### src/rtl/smj_pkg.sv
// Shared types, result codes and the compare-swap schedule for the mahjong hand sequencer.
package smj_pkg;

  typedef logic [5:0] tile_t;

  typedef enum logic [1:0] {
    LOAD,
    SORT,
    EVAL,
    OUT
  } state_t;

  localparam logic [1:0] RES_NONE     = 2'b00;
  localparam logic [1:0] RES_INVALID  = 2'b01;
  localparam logic [1:0] RES_SEQ_PAIR = 2'b10;
  localparam logic [1:0] RES_TRI_PAIR = 2'b11;

  localparam int HAND_SIZE  = 5;
  localparam int SORT_STEPS = 10;

  // Five odd-even transposition layers flattened to one pair per cycle.
  localparam logic [2:0] CAS_LO [SORT_STEPS] = '{
    3'd0, 3'd2, 3'd1, 3'd3, 3'd0, 3'd2, 3'd1, 3'd3, 3'd0, 3'd2
  };
  localparam logic [2:0] CAS_HI [SORT_STEPS] = '{
    3'd1, 3'd3, 3'd2, 3'd4, 3'd1, 3'd3, 3'd2, 3'd4, 3'd1, 3'd3
  };

  function automatic logic isHonor(input tile_t t);
    return t[5:4] == 2'b00;
  endfunction

  // Honors only run 1..6, suited tiles 1..8; anything above is malformed.
  function automatic logic isBadTile(input tile_t t);
    return isHonor(t) ? (t[3:0] > 4'd6) : (t[3:0] > 4'd8);
  endfunction

  function automatic tile_t tileInc(input tile_t t);
    return t + 6'd1;
  endfunction

endpackage

### src/rtl/smj_cas.sv
// Combinational compare-and-swap: the smaller unsigned tile leaves on o_lo.
module smj_cas
  import smj_pkg::*;
(
  input  tile_t i_a,
  input  tile_t i_b,
  output tile_t o_lo,
  output tile_t o_hi
);

  logic w_swap;

  assign w_swap = i_a > i_b;
  assign o_lo   = w_swap ? i_b : i_a;
  assign o_hi   = w_swap ? i_a : i_b;

endmodule

### src/rtl/smj_seq_ctrl.sv
// Loads five tiles, sorts them with one shared compare-swap over ten cycles,
// classifies the sorted hand and offers the 2-bit result on a valid/ready port.
module smj_seq_ctrl
  import smj_pkg::*;
(
  input  logic       i_clk,
  input  logic       i_rst,
  input  logic       i_in_valid,
  input  logic [5:0] i_in_tile,
  output logic       o_in_ready,
  output logic       o_out_valid,
  output logic [1:0] o_out_data,
  input  logic       i_out_ready
);

  state_t     r_state;
  logic [2:0] r_cnt;
  logic [3:0] r_step;
  tile_t      r_buf [HAND_SIZE];
  logic [1:0] r_outData;

  logic [2:0] w_loIdx;
  logic [2:0] w_hiIdx;
  tile_t      w_casLo;
  tile_t      w_casHi;

  assign w_loIdx = CAS_LO[r_step];
  assign w_hiIdx = CAS_HI[r_step];

  smj_cas u_cas (
    .i_a  (r_buf[w_loIdx]),
    .i_b  (r_buf[w_hiIdx]),
    .o_lo (w_casLo),
    .o_hi (w_casHi)
  );

  function automatic logic [1:0] classify(input tile_t s0, input tile_t s1, input tile_t s2,
                                          input tile_t s3, input tile_t s4);
    logic anyBad;
    logic seqLow;
    logic seqHigh;
    logic seqMid;
    anyBad  = isBadTile(s0) || isBadTile(s1) || isBadTile(s2) || isBadTile(s3) || isBadTile(s4);
    seqLow  = (s1 == tileInc(s0)) && (s2 == tileInc(s1)) && (s3 == s4) && !isHonor(s0);
    seqHigh = (s0 == s1) && (s3 == tileInc(s2)) && (s4 == tileInc(s3)) && !isHonor(s2);
    seqMid  = (s1 == s3) && (s1 == tileInc(s0)) && (s4 == tileInc(s3)) && !isHonor(s0);
    if (anyBad || (s0 == s4)) return RES_INVALID;
    if (((s0 == s1) && (s2 == s4)) || ((s0 == s2) && (s3 == s4))) return RES_TRI_PAIR;
    if (seqLow || seqHigh || seqMid) return RES_SEQ_PAIR;
    return RES_NONE;
  endfunction

  always_ff @(posedge i_clk) begin
    if (i_rst) begin
      r_state   <= LOAD;
      r_cnt     <= '0;
      r_step    <= '0;
      r_outData <= RES_NONE;
    end else begin
      unique case (r_state)
        LOAD: begin
          if (i_in_valid) begin
            r_buf[r_cnt] <= i_in_tile;
            if (r_cnt == 3'(HAND_SIZE - 1)) begin
              r_cnt   <= '0;
              r_state <= SORT;
            end else begin
              r_cnt <= r_cnt + 3'd1;
            end
          end
        end
        SORT: begin
          r_buf[w_loIdx] <= w_casLo;
          r_buf[w_hiIdx] <= w_casHi;
          if (r_step == 4'(SORT_STEPS - 1)) begin
            r_step  <= '0;
            r_state <= EVAL;
          end else begin
            r_step <= r_step + 4'd1;
          end
        end
        EVAL: begin
          r_outData <= classify(r_buf[0], r_buf[1], r_buf[2], r_buf[3], r_buf[4]);
          r_state   <= OUT;
        end
        OUT: begin
          if (i_out_ready) r_state <= LOAD;
        end
        default: r_state <= LOAD;
      endcase
    end
  end

  assign o_in_ready  = (r_state == LOAD);
  assign o_out_valid = (r_state == OUT);
  assign o_out_data  = r_outData;

endmodule

### config.mk
export PLATFORM = sky130hd
export DESIGN_NAME = smj_seq_ctrl
export DESIGN_NICKNAME = d
export VERILOG_FILES = /design/src/rtl/smj_pkg.sv /design/src/rtl/smj_cas.sv /design/src/rtl/smj_seq_ctrl.sv
export SDC_FILE = /design/constraint.sdc
export NUM_CORES = 1
export LEC_CHECK = 0
export CORE_UTILIZATION = 30
export DETAILED_ROUTE_END_ITERATION = 8
export GPL_TIMING_DRIVEN = 1
export SYNTH_ARGS = -nofsm -noshare
export SYNTH_HDL_FRONTEND = slang
export SYNTH_SLANG_ARGS = --single-unit
export TNS_END_PERCENT = 100
### constraint.sdc
create_clock -name i_clk -period 4.5 [get_ports i_clk]
set_input_delay 0.45 -clock i_clk [delete_from_list [all_inputs] [get_ports i_clk]]
set_output_delay 0.45 -clock i_clk [all_outputs]
set_load 0.02 [all_outputs]
==> metrics.txt, run 1 <==
library cells used by synthesis=71; Final Critical Period=4.03 ns; Slew HR=0.239; CTS tree=yes; post-route ant nets=0; largest net degree at the start of global routing=19; post-synth top area share=0.278; commonest non-fill, non-tap cells in the layout=mux2i_1 (61), edfxtp_1 (48), xnor2_1 (28); type of the most critical hold path=reg -> reg; clk_skew=0.00984 ns; Yosys warning count=0; synth top area cells=edfxtp_1 (28%), mux2i_1 (12%), ha_1 (5.3%); sequential-to-total area share from yosys stat=0.321; crit path max fanout=11; fin util=0.346; period utilization=0.896; IO buf count=13; CTS sink cnt=59; Post-synth ARST share=0; RSZ-0062 raised after global routing=no; post-CTS setup buffers=0; WL/cell=20.8 µm; Total GRT Usage=0.179; leading area contributor after synthesis=edfxtp_1; WP data required=4.55 ns; vias per cell=5.81; ant diodes=0; post-synthesis cell area=5180 µm²; core region area=16700 µm²; Clock Tree Buf Depth=2; CP endpoint kind=register; WL final=15500 µm; crit path launch type=register; layout net count=554; critical path class=reg -> reg; Final Hold Viols=0; vias in the first global route=4307; EDFF count, synth=48; CTS resizes=0; Yosys reg bits=59; HP Start=o_out_data[0]$_SDFFE_PP0P_; Slew Viols, Final=0; number of max-cap violations=0; DP Wirelength=11400 µm; R2R Path End=r_buf[6][5]$_DFFE_PP_; worst-margin pin slew=1.13 ns; vias=4342; initial antenna violation count=0; peak supply drop=0.000155 V; drt first-iter violations=425; Power Density=347 nW/µm²; Syn Area/Cell=9.81 µm²; Die Ht=133 µm; starting density of the core=0.310; Inserted Clock Buffers=9; ys flop type=edfxtp_1; status=completed; commonest non-fill, non-tap cell in the layout=mux2i_1; reg2reg start=r_step[1]$_SDFFE_PP0N_; Final Power=0.00200 W; grt ovf=0; fin area=5770 µm²; die area=17800 µm²; CTS Root Buffer Type=clkbuf_16; Synth Instances=528; H-tree levels=3; first-pass GRT wire length=24400 µm; flop-to-flop setup slack=0.47 ns; std cell rows=47; post-route DRC violation count=0; setup ws final=0.467 ns; Reg2Reg Depth=12; end of the worst hold path=o_out_data[0]$_SDFFE_PP0P_; hold depth=2; I/O pin total=14; Hold Buf Count CTS=0; fmax=0.248 GHz; Die X=133 µm; Worst-Skew Late Latency=0.33 ns; fill count=1691; syn nets=560; number of detailed-route iterations in the first pass=5; placed cell area=5470 µm²; dpl ws=0.287 ns; # setup viols final=0; clk slew on worst S/H paths=0.06 ns; P_leak=2.23 nW; layout cells sized above 1=0.131; area grow syn2layout=11.5%; GP Congestion=0.914; Critical Path AT=4.08 ns; post-route setup TNS=0 ns
==> cell type report <==
type | count | area (µm²) | share of cell area
sequential | 59 | 1660 | 0.288
tap | 220 | 275 | 0.0477
clock buffer | 9 | 225 | 0.0390
inverter | 21 | 78.8 | 0.0137
multi-input combinational | 401 | 3200 | 0.554
timing repair buffer | 30 | 258 | 0.0446
clock inverter | 7 | 73.8 | 0.0128
==> registers in the layout (all words and copies together), names as in the netlist <==
register and cells:
o_out_data 2, r_buf 48, r_cnt 3, r_state 2, r_step 4
==> through the flow <==
stage	hold WS [ns]	instances
floorplan	0.478	528
global placement	0.500	731
detailed placement	0.507	731
CTS	0.514	747
global route	0.538	747
finish	0.516	747
==> cell usage after synthesis, types with 8 or more instances <==
master    number
inv_1         21
o221ai_1      10
nand3_1       10
edfxtp_1      48
xnor2_1       28
mux2_2         9
nand2_1       27
o31ai_1       10
o21ai_0       20
dfxtp_1       11
a21oi_1       19
ha_1          22
buf_2          8
nor3_1        14
nor2_1        26
mux2i_1       61
xor2_1        22
clkbuf_1      31
==> worst max path at each step <==
stage                           startpoint                     to  cells past startpoint
finish              r_step[1]$_SDFFE_PP0N_  r_buf[6][5]$_DFFE_PP_                     12
global route        r_step[1]$_SDFFE_PP0N_  r_buf[3][4]$_DFFE_PP_                     12
CTS                 r_step[1]$_SDFFE_PP0N_  r_buf[3][4]$_DFFE_PP_                     12
detailed placement  r_step[1]$_SDFFE_PP0N_  r_buf[3][4]$_DFFE_PP_                     12
global placement    r_step[1]$_SDFFE_PP0N_  r_buf[3][4]$_DFFE_PP_                     12
floorplan           r_step[1]$_SDFFE_PP0N_  r_buf[0][1]$_DFFE_PP_                     16
==> cells by family (layout without fill, tap and decap cells) <==
group | Yosys count | after routing | share of synthesized area
and+or+nand+nor | 132 | 132 | 0.139
DFF | 59 | 59 | 0.321
AOI/OAI and AO/OA | 118 | 118 | 0.169
xor gates and xnor gates | 50 | 50 | 0.0846
buffers and inverters | 68 | 67 | 0.0621
adders and majority gates | 23 | 23 | 0.0551
muxes | 78 | 78 | 0.169
==> power by group <==
part           total, W  internal [W]  switching [W]
sequential     0.000682      0.000626      0.0000556
clock          0.000694      0.000432       0.000262
combinational  0.000626      0.000252       0.000374
total           0.00200       0.00131       0.000691
==> critical path, cell delays in order, from the launching register on <==
cell,delay [ns]
dfxtp_1,0.49
inv_1,0.08
ha_1,0.39
or3b_1,0.53
o22ai_1,0.22
a211o_1,0.17
inv_1,0.06
ha_1,0.31
and4_1,0.20
nand3_1,0.35
a21oi_2,0.29
a2bb2oi_2,0.49
mux2i_1,0.17
==> layer usage <==
metal,GRT usage,vias up,wire (µm)
met5,0,-,0
met4,0.0777,0,606
met3,0.0361,51,898
met2,0.288,179,7290
met1,0.232,2144,6730
li1,-,1968,-
Note: power is estimated with default switching activity, not from simulation.
==> inputs of run 2 (changes only) <==
clock period = 4.9 ns   (was 4.5 ns; I/O delays follow)
==> run 2 against run 1 <==
Against the previous run: combinational power fell by 9.3%; first-iteration DRC count grew 5.2%; cell area decreased by 1.9%; final cell count decreased by 1.2%; critical endpoint is now r_buf[1][1]$_DFFE_PP_.
==> metrics.txt, run 2 (synthesized netlist as in run 1, its figures left out) <==
Inserted Clock Buffers=9 (unchanged); # setup viols final=0 (unchanged); Die Ht=133 µm (unchanged); RSZ-0062 raised after global routing=no (unchanged); commonest non-fill, non-tap cell in the layout=mux2i_1 (unchanged); IO buf count=13 (unchanged); std cell rows=47 (unchanged); vias in the first global route=4287 (was 4307); critical path class=reg -> reg (unchanged); commonest non-fill, non-tap cells in the layout=mux2i_1 (61), edfxtp_1 (48), xnor2_1 (28) (unchanged); CTS resizes=0 (unchanged); GP Congestion=0.946 (was 0.914); DP Wirelength=11200 µm (was 11400 µm); crit path launch type=register (unchanged); Final Hold Viols=0 (unchanged); Slew HR=0.314 (was 0.239); I/O pin total=14 (unchanged); ant diodes=0 (unchanged); clk_skew=0.00936 ns (was 0.00984 ns); Slew Viols, Final=0 (unchanged); crit path max fanout=18 (was 11); Net Sw Frac=0.352 (was 0.345); peak supply drop=0.000163 V (was 0.000155 V); number of max-cap violations=0 (unchanged); starting density of the core=0.310 (unchanged); Top reg by flops=r_buf (unchanged); WL final=15700 µm (was 15500 µm); final hold slack=0.505 ns (was 0.516 ns); Hold Buf Count CTS=0 (unchanged); Critical Path AT=4.47 ns (was 4.08 ns); CTS tree=yes (unchanged); Clock Tree Buf Depth=2 (unchanged); placed cell area=5420 µm² (was 5470 µm²); Pint=0.00113 W (was 0.00131 W); number of detailed-route iterations in the first pass=5 (unchanged); status=completed (unchanged); post-route setup TNS=0 ns (unchanged); period utilization=0.903 (was 0.896); layout cells sized above 1=0.110 (was 0.131); type of the most critical hold path=reg -> reg (unchanged); Final Critical Period=4.43 ns (was 4.03 ns); clk slew on worst S/H paths=0.06 ns (about the same); Comb power frac=0.325 (was 0.313); WL/cell=21.2 µm (was 20.8 µm); clock share of power=0.313 (was 0.347); WP data required=4.94 ns (was 4.55 ns); post-route DRC violation count=0 (unchanged); core region area=16700 µm² (unchanged); Placed Instances=724 (was 731); Die X=133 µm (unchanged); vias=4262 (was 4342); worst-margin pin slew=1.02 ns (was 1.13 ns); sequential power share=0.361 (was 0.340); fin cells=738 (was 747); area grow syn2layout=9.40% (was 11.5%); fin area=5670 µm² (was 5770 µm²); first-pass GRT wire length=24300 µm (was 24400 µm); flop-to-flop setup slack=0.47 ns (about the same); Power Density=308 nW/µm² (was 347 nW/µm²); Total GRT Usage=0.182 (was 0.179); die area=17800 µm² (unchanged); vias per cell=5.78 (was 5.81); grt ovf=0 (unchanged); max reg flops=48 (unchanged); CTS sink cnt=59 (unchanged); post-route ant nets=0 (unchanged); Worst-Skew Late Latency=0.33 ns (about the same); H-tree levels=3 (unchanged); fin util=0.339 (was 0.346); drt first-iter violations=447 (was 425); CTS Root Buffer Type=clkbuf_16 (unchanged); largest net degree at the start of global routing=19 (unchanged); Net Switching=0.000616 W (was 0.000691 W); layout net count=547 (was 554); CP endpoint kind=register (unchanged); post-CTS setup buffers=0 (unchanged); initial antenna violation count=0 (unchanged); P_leak=2.17 nW (was 2.23 nW); fmax=0.226 GHz (was 0.248 GHz); biggest registers after layout=r_buf x48, r_step x4, r_cnt x3 (unchanged)
-- run 2: per-layer routing --
metal,wire length (µm),share of wire,GRT usage,vias up
met3,831,0.053,0.0392,47
li1,-,-,-,1947
met5,0,0,0,-
met2,7390,0.47,0.293,160
met1,6690,0.43,0.223,2108
met4,769,0.049,0.107,0
-- run 2: area by class of cell --
type | count | area, µm²
repair buffers | 23 | 205
inverters | 21 | 78.8
multi-input cells | 401 | 3200
clock buffers | 10 | 229
clock inverters | 4 | 20.0
flip-flops and latches | 59 | 1660
well taps | 220 | 275
fillers | 1667 | 11000
-- run 2: critical path, cell delays in order (launching register included) --
cell and delay, ns:
dfxtp_1 0.35, buf_4 0.29, ha_1 0.39, or3b_1 0.51, o22ai_1 0.24, a211o_1 0.17
inv_1 0.06, ha_1 0.31, nand4_1 0.12, o221ai_1 0.75, nand2_1 0.33, mux2i_1 0.31
buf_4 0.23, mux2i_1 0.09
-- run 2: path summary, 6_finish.rpt --
path / start / endpoint / depth (start not counted)
setup reg to reg: r_step[1]$_SDFFE_PP0N_ / r_buf[1][1]$_DFFE_PP_ / 13
setup / recovery: r_step[1]$_SDFFE_PP0N_ / r_buf[1][1]$_DFFE_PP_ / 13
hold / removal: o_out_data[0]$_SDFFE_PP0P_ / o_out_data[0]$_SDFFE_PP0P_ / 2
hold reg to reg: o_out_data[0]$_SDFFE_PP0P_ / o_out_data[0]$_SDFFE_PP0P_ / 2
-- run 2: through the flow --
stage | power (W) | setup slack, ns
after floorplan | 0.00101 | 1.30
after global placement | 0.00118 | 0.731
after detailed placement | 0.00120 | 0.621
after CTS | 0.00175 | 0.561
after global routing | 0.00182 | 0.145
final | 0.00175 | 0.473
-- run 2: power by group through the flow --
stage / Clock (W) / Sequential (W) / Combinational (W)
2_1_floorplan: 0 / 0.000594 / 0.000414
3_3_place_gp: 0 / 0.000638 / 0.000547
3_5_place_dp: 0 / 0.000639 / 0.000559
4_1_cts: 0.000556 / 0.000629 / 0.000560
5_1_grt: 0.000575 / 0.000634 / 0.000613
6_report: 0.000547 / 0.000631 / 0.000568
==> inputs of run 3 (changes only) <==
CORE_UTILIZATION = 40   (was 30)
TNS_END_PERCENT = 50   (was 100)
==> run 3 against run 2 <==
Against the previous run: via count shrank 1.3%; first-iteration DRC count shrank 28%; setup slack lost 0.056 ns; die area shrank 25%; final cell count shrank 6.4%; clock skew shrank 0.00090 ns; highest routed layer unchanged.
==> metrics.txt, run 3 (synthesized netlist as in run 1, its figures left out) <==
Comb power frac=0.321 (was 0.325); sequential power share=0.346 (was 0.361); layer with the highest usage=met2 (unchanged); peak supply drop=0.000189 V (was 0.000163 V); Top reg by flops=r_buf (unchanged); GP Congestion=0.960 (was 0.946); commonest non-fill, non-tap cells in the layout=mux2i_1 (61), edfxtp_1 (48), xnor2_1 (28) (unchanged); max reg flops=48 (unchanged); largest net degree at the start of global routing=19 (unchanged); fill count=1235 (was 1667); drt first-iter violations=322 (was 447); WP data required=4.94 ns (about the same); std cell rows=41 (was 47); Pint=0.00119 W (was 0.00113 W); vias in the first global route=4105 (was 4287); area grow syn2layout=8.79% (was 9.40%); Final Critical Period=4.48 ns (was 4.43 ns); Slew HR=0.243 (was 0.314); layout net count=547 (unchanged); vias per cell=6.09 (was 5.78); ant diodes=0 (unchanged); CTS tree=yes (unchanged); Final Hold Viols=0 (unchanged); grt met3 use=0.0513 (was 0.0392); post-route DRC violation count=0 (unchanged); critical path class=reg -> reg (unchanged); starting density of the core=0.410 (was 0.310); Slew Viols, Final=0 (unchanged); Net Sw Frac=0.345 (was 0.352); CTS resizes=0 (unchanged); Total GRT Usage=0.243 (was 0.182); Die Ht=116 µm (was 133 µm); IO buf count=13 (unchanged); Net Switching=0.000629 W (was 0.000616 W); Critical Path AT=4.52 ns (was 4.47 ns); clk slew on worst S/H paths=0.05 ns (was 0.06 ns); Power Density=323 nW/µm² (was 308 nW/µm²); layout cells sized above 1=0.110 (about the same); number of max-cap violations=0 (unchanged); met1 usage=0.316 (was 0.223); post-CTS setup buffers=0 (unchanged); DP Wirelength=10900 µm (was 11200 µm); I/O pin total=14 (unchanged); vias=4207 (was 4262); Inserted Clock Buffers=9 (unchanged); RSZ-0062 raised after global routing=no (unchanged); grt met2 use=0.395 (was 0.293); initial antenna violation count=0 (unchanged); post-route setup TNS=0 ns (unchanged); clock share of power=0.334 (was 0.313); clk_skew=0.00846 ns (was 0.00936 ns); crit path max fanout=12 (was 18); H-tree levels=3 (unchanged); final hold slack=0.510 ns (was 0.505 ns); WL/cell=22.2 µm (was 21.2 µm); worst-margin pin slew=1.12 ns (was 1.02 ns); fmax=0.223 GHz (was 0.226 GHz); first-pass GRT wire length=23700 µm (was 24300 µm); status=completed (unchanged); period utilization=0.915 (was 0.903); post-route ant nets=0 (unchanged); grt ovf=0 (unchanged); number of detailed-route iterations in the first pass=5 (unchanged); CTS sink cnt=59 (unchanged); Worst-Skew Late Latency=0.33 ns (about the same); Final Power=0.00182 W (was 0.00175 W); crit path launch type=register (unchanged); die area=13400 µm² (was 17800 µm²); core region area=12600 µm² (was 16700 µm²); # setup viols final=0 (unchanged); Die X=116 µm (was 133 µm); CP endpoint kind=register (unchanged); Hold Buf Count CTS=0 (unchanged); commonest non-fill, non-tap cell in the layout=mux2i_1 (unchanged); Clock Tree Buf Depth=2 (unchanged); WL final=15300 µm (was 15700 µm); P_leak=2.18 nW (was 2.17 nW); CTS Root Buffer Type=clkbuf_16 (unchanged); biggest registers after layout=r_buf x48, r_step x4, r_cnt x3 (unchanged); type of the most critical hold path=reg -> reg (unchanged)
[run 3: critical path, cell delays in order (launching register included)]
cell and delay, ns:
dfxtp_1 0.49, ha_1 0.45, or3b_1 0.54, o22ai_1 0.23, a211o_1 0.18, inv_1 0.06, ha_1 0.30, nand4_1 0.13
o221ai_1 0.79, a21boi_0 0.38, o21ai_2 0.41, o221ai_1 0.22
[run 3: final cells by class]
cell class	count	area, µm²	share of cell area
multi-input cells	401	3200	0.567
flip-flops and latches	59	1660	0.295
clock buffers	13	240	0.0426
well taps	172	215	0.0382
repair buffers	23	205	0.0364
inverters	21	78.8	0.0140
clock inverters	2	37.5	0.00666
[run 3: final timing paths]
check,startpoint,endpoint,slack [ns],cells past startpoint
hold reg to reg,o_out_data[0]$_SDFFE_PP0P_,o_out_data[0]$_SDFFE_PP0P_,0.51,2
setup / recovery,r_step[0]$_SDFFE_PP0N_,r_buf[3][4]$_DFFE_PP_,0.42,11
hold / removal,o_out_data[0]$_SDFFE_PP0P_,o_out_data[0]$_SDFFE_PP0P_,0.51,2
setup reg to reg,r_step[0]$_SDFFE_PP0N_,r_buf[3][4]$_DFFE_PP_,0.42,11
[run 3: power groups by stage]
stage	Combinational, W	Sequential [W]	Clock, W
after detailed placement	0.000572	0.000637	0
final	0.000584	0.000629	0.000607
after global routing	0.000627	0.000631	0.000639
after global placement	0.000552	0.000636	0
after CTS	0.000576	0.000627	0.000617
after floorplan	0.000414	0.000594	0
[run 3: metal layers]
metal	part of all wire	up-vias
met5	0	-
met4	0.033	0
met3	0.059	43
met2	0.47	149
met1	0.44	2060
li1	-	1955
[run 3: per-stage QoR]
| step | instances | utilization | instance area, µm² | worst slack [ns] |
|---|---|---|---|---|
| 5_1_grt | 691 | 0.446 | 5630 | 0.228 |
| 3_5_place_dp | 676 | 0.424 | 5360 | 0.583 |
| 4_1_cts | 691 | 0.446 | 5630 | 0.539 |
| 6_report | 691 | 0.446 | 5630 | 0.417 |
| 3_3_place_gp | 676 | 0.424 | 5360 | 0.766 |
| 2_1_floorplan | 528 | - | 5180 | 1.30 |
